--- config.mk ---
export PLATFORM = sky130hd
export DESIGN_NAME = airlock_sequencer
export DESIGN_NICKNAME = d
export VERILOG_FILES = /design/src/rtl/airlock_sequencer.sv
export SDC_FILE = /design/constraint.sdc
export NUM_CORES = 1
export LEC_CHECK = 0
export BUFFER_PORTS_ARGS = -buffer_cell sky130_fd_sc_hd__buf_2
export CAP_MARGIN = 30
export CORE_MARGIN = 2
export CORE_UTILIZATION = 29
export CTS_CLUSTER_DIAMETER = 150
export CTS_CLUSTER_SIZE = 30
export DETAILED_ROUTE_END_ITERATION = 16
export GPL_ROUTABILITY_DRIVEN = 0
export PLACE_DENSITY = 0.51
export SLEW_MARGIN = 25
export SYNTH_ARGS = -nofsm -noshare
export SYNTH_HDL_FRONTEND = slang
export SYNTH_SLANG_ARGS = --single-unit
--- constraint.sdc ---
create_clock -name clk -period 1.5 [get_ports clk]
set_input_delay 0.15 -clock clk [delete_from_list [all_inputs] [get_ports clk]]
set_output_delay 0.15 -clock clk [all_outputs]
set_load 0.02 [all_outputs]
--- src/rtl/airlock_sequencer.sv ---
// Airlock transit sequencer: door 1 open, pressure change, door 2 open, with registered FSM.
// Define AIRLOCK_TIMEOUT_EN to fault when a PREP/CHG pressure wait exceeds TIMEOUT_TICKS cycles.
module airlock_sequencer #(
  parameter int unsigned DOOR_TICKS    = 4,
  parameter int unsigned TIMEOUT_TICKS = 32,
  parameter int unsigned CNT_W         = 6
) (
  input  logic clk,
  input  logic reset,
  input  logic arriveReq,
  input  logic departReq,
  input  logic pressurized,
  output logic outerDoorState,
  output logic innerDoorState,
  output logic pressurizeSignal,
  output logic depressurizeSignal,
  output logic busy,
  output logic fault
);

  typedef enum logic [2:0] {
    IDLE  = 3'd0,
    PREP  = 3'd1,
    OPEN1 = 3'd2,
    CHG   = 3'd3,
    OPEN2 = 3'd4,
    FAULT = 3'd5
  } state_t;

  typedef enum logic {
    DIR_ARR = 1'b0,
    DIR_DEP = 1'b1
  } dir_t;

  localparam logic [CNT_W-1:0] DOOR_LAST    = CNT_W'(DOOR_TICKS - 1);
  localparam logic [CNT_W-1:0] TIMEOUT_LAST = CNT_W'(TIMEOUT_TICKS - 1);

`ifdef AIRLOCK_TIMEOUT_EN
  localparam bit TIMEOUT_EN = 1'b1;
`else
  localparam bit TIMEOUT_EN = 1'b0;
`endif

  state_t           state, state_next;
  dir_t             dir, dir_next;
  logic [CNT_W-1:0] cnt, cnt_next;
  logic             pick_dep;
  logic             door1_ready;
  logic             door2_ready;
  logic             timed_out;

  // Door 1 side is depressurized for arrivals and pressurized for departures.
  assign door1_ready = (dir == DIR_DEP) ? pressurized : !pressurized;
  assign door2_ready = (dir == DIR_DEP) ? !pressurized : pressurized;
  assign timed_out   = TIMEOUT_EN && (cnt == TIMEOUT_LAST);

  always_comb begin
    state_next = state;
    dir_next   = dir;
    // With both requests up, the pressure state decides which transit needs no pre-change.
    pick_dep   = (arriveReq && departReq) ? pressurized : departReq;
    case (state)
      IDLE: begin
        if (arriveReq || departReq) begin
          dir_next   = pick_dep ? DIR_DEP : DIR_ARR;
          state_next = (pick_dep == pressurized) ? OPEN1 : PREP;
        end
      end
      PREP: begin
        if (door1_ready)    state_next = OPEN1;
        else if (timed_out) state_next = FAULT;
      end
      OPEN1: begin
        if (cnt == DOOR_LAST) state_next = CHG;
      end
      CHG: begin
        if (door2_ready)    state_next = OPEN2;
        else if (timed_out) state_next = FAULT;
      end
      OPEN2: begin
        if (cnt == DOOR_LAST) state_next = IDLE;
      end
      FAULT:   state_next = FAULT;
      default: state_next = FAULT;
    endcase

    if (state_next != state) cnt_next = '0;
    else if (cnt == '1)      cnt_next = cnt;
    else                     cnt_next = cnt + 1'b1;
  end

  always_ff @(posedge clk) begin
    if (reset) begin
      state <= IDLE;
      dir   <= DIR_ARR;
      cnt   <= '0;
    end else begin
      state <= state_next;
      dir   <= dir_next;
      cnt   <= cnt_next;
    end
  end

  // Outputs decode only the registered state and direction.
  always_comb begin
    outerDoorState     = 1'b0;
    innerDoorState     = 1'b0;
    pressurizeSignal   = 1'b1;
    depressurizeSignal = 1'b1;
    case (state)
      PREP: begin
        if (dir == DIR_ARR) depressurizeSignal = 1'b0;
        else                pressurizeSignal   = 1'b0;
      end
      OPEN1: begin
        if (dir == DIR_ARR) outerDoorState = 1'b1;
        else                innerDoorState = 1'b1;
      end
      CHG: begin
        if (dir == DIR_ARR) pressurizeSignal   = 1'b0;
        else                depressurizeSignal = 1'b0;
      end
      OPEN2: begin
        if (dir == DIR_ARR) innerDoorState = 1'b1;
        else                outerDoorState = 1'b1;
      end
      default: ;
    endcase
  end

  assign busy  = (state != IDLE);
  assign fault = (state == FAULT);

  a_one_door_max: assert property (@(posedge clk) !(outerDoorState && innerDoorState));
  a_no_cmd_door_open: assert property (@(posedge clk)
    !((outerDoorState || innerDoorState) && !(pressurizeSignal && depressurizeSignal)));
  a_one_cmd_max: assert property (@(posedge clk) pressurizeSignal || depressurizeSignal);

endmodule

==> results.json <==
{
  "synthAdderAreaFrac_pct": 1.86,
  "rsz0062_at_grt": "false",
  "clock_path_buffers": 2,
  "area_delta_synth_final_pct": 21.5,
  "p_leak_uw": 0.000336,
  "ys_seq_area_share_pct": 29.7,
  "grt_usage_pct": 11.4,
  "start_util_pct": 30.5,
  "power_frac_seq_pct": 43.1,
  "rows": 17,
  "crit_type": "reg -> out",
  "via_per_inst": 4.82,
  "p_per_area_nw_per_um2": 876,
  "drv_slew": 0,
  "die-height_um": 52.2,
  "synth_top_cell_by_area": "dfxtp_1",
  "num_vias": 593,
  "antenna_found_initial": 0,
  "yosys.area_share.xor_xnor_pct": 6.49,
  "synth-simple-area-share_pct": 32.8,
  "power_uw": 718,
  "setup_violations": 0,
  "endpoint_kind": "primary output",
  "cts.sinks": 10,
  "nets": 102,
  "holdCritPathClass": "in -> reg",
  "crit_fanout": 7,
  "synth.area.top_cells": "dfxtp_1 30%, mux2i_1 7.4%, nor3_1 5.9%",
  "antenna_cells": 0,
  "crit_arrival_ns": 1.21,
  "worstMarginPinSlew_ns": 0.316,
  "cpLargestDelayFamily": "flip-flops",
  "path_cells": "nand2b_1 > mux2i_1 > nor2b_2 > buf_4",
  "swShare_pct": 29.4,
  "cts_buffers": 3,
  "synth_nets": 89,
  "core_area_um2": 2210,
  "gr-total-overflow": 0,
  "syn_area_per_cell_um2": 8.13,
  "cts_setup_buffers": 0,
  "p_int_uw": 507,
  "slew_headroom_pct": 78.4,
  "num_io_pins": 11,
  "fmax_mhz": 734,
  "syn_area_um2": 674,
  "clock_latency_ns": 0.26,
  "grt_start_max_net_pins": 13,
  "finalNonFillerCells": 123,
  "multi_input_area_um2": 458,
  "synth_top_family_by_area": "simple AND/OR/NAND/NOR gates",
  "cp-start-kind": "register",
  "cts_tree": "done",
  "hold_buffers": 0,
  "first_pass_iters": 4,
  "dp.cells": 119,
  "routed_wire_length_per_instance_um": 11.3,
  "drc": 0,
  "drive_gt1_share_pct": 30.5,
  "cts_max_level": 1,
  "switchingPower_uw": 211,
  "yosys_warnings": 0,
  "die_w_um": 52.2,
  "synth_compound_area_share_pct": 14.3,
  "io_buffers": 10,
  "slowest_stage": "dfxtp_2",
  "mostFrequentLayoutCells": "8 x nor2_1, 8 x nor3_1, 8 x buf_2",
  "clk_pin_slew_ns": 0.07,
  "dp.final_hpwl_um": 1020,
  "drt_first_iter_violations": 3,
  "maxCapViolCount": 0,
  "register_area_um2": 209,
  "combPwrFrac_pct": 23.5,
  "synth.area.mux_share_pct": 9.65,
  "die_area_um2": 2730,
  "crit_buf_inv": 1,
  "drt.antenna.violating_nets": 0,
  "root_buffer": "clkbuf_4",
  "ys_types": 33,
  "finalSetupTns_ns": 0,
  "ctsResizeCount": 1,
  "grt_pass1_wl_um": 2310,
  "drt_wl_total_um": 1390,
  "fillers": 247,
  "irDropWorstVdd_uv": 318,
  "synth-seq-cells": 10,
  "period_needed_ns": 1.36,
  "status": "finished, final reports clean",
  "finClkSkew_ns": 0.00748,
  "hold_viol_final": 0,
  "fin_crit_sh_pct": 90.9,
  "grt_pass1_vias": 562,
  "power_frac_clock_pct": 33.3,
  "worstPathRequired_ns": 1.35,
  "cpPeakStageDelay_ns": 0.43,
  "postLayoutCoreUtil_pct": 37.0,
  "synth_cells": 83,
  "synth.top_cell.area_share_pct": 29.7
}
## state kept, by name (all words and copies together) (netlist names)
name	flops
cnt	6
dir	1
state	3
## per-stage QoR
step	worst slack, ns	hold slack, ns	area [um2]
after floorplan	0.165	0.219	674
after global placement	0.123	0.373	751
final	0.137	0.0989	820
after detailed placement	0.0779	0.385	751
after global routing	0.00984	0.0884	820
after CTS	0.0412	0.0939	788
## metal layers
metal,share of wire [%],up-vias,wire length (um),GRT usage (%)
li1,-,322,-,-
met1,52,260,717,14.5
met2,44,9,616,16.9
met3,2.7,2,38,2.86
met5,0,-,0,0
met4,1.4,0,19,7.26
## kinds of logic after synthesis
family                   Yosys count
AND/OR/NAND/NOR                   41
AO/OA/AOI/OAI                     14
flip-flops                        10
buffers and inverters              6
multiplexers                       6
XOR/XNOR                           5
adder cells (fa/ha/maj)            1
## Yosys cell counts, drive strengths merged
cell	n
nand3b	1
and3b	1
a2111oi	1
dfxtp	10
nand4	1
nand2	7
nand3	2
a41o	1
xnor2	1
inv	1
a31oi	1
o211ai	1
a32oi	1
and2	2
nor3	9
nor2	8
ha	1
nor2b	3
mux2i	5
nand2b	5
mux2	1
nor3b	2
a211o	1
xor2	4
o21ai	2
a21oi	5
a22oi	1
buf	5
## layout make-up
cell class              instances  share of cell area, %
multi-input cells              67                   55.9
inverters                       1                  0.458
flip-flops and latches         10                   25.5
well taps                      28                   4.27
clock buffers                   4                   4.43
repair buffers                 13                   9.47
## path summary, 6_finish.rpt
path                            startpoint        endpoint  slack [ns]  cells after the start
worst max-delay path              state[1]  innerDoorState        0.14                      4
worst min-delay path                 reset        state[0]         0.1                      2
worst min register to register    state[2]        state[1]        0.51                      1
worst max register to register      cnt[1]          cnt[5]        0.14                      5
## power groups by stage
stage	combinational, uW	clock, uW	sequential, uW
floorplan	135	0	294
global placement	159	0	311
finish	169	239	310
global route	189	267	314
CTS	162	247	305
detailed placement	161	0	311
Power figures use the tool's default switching activity.
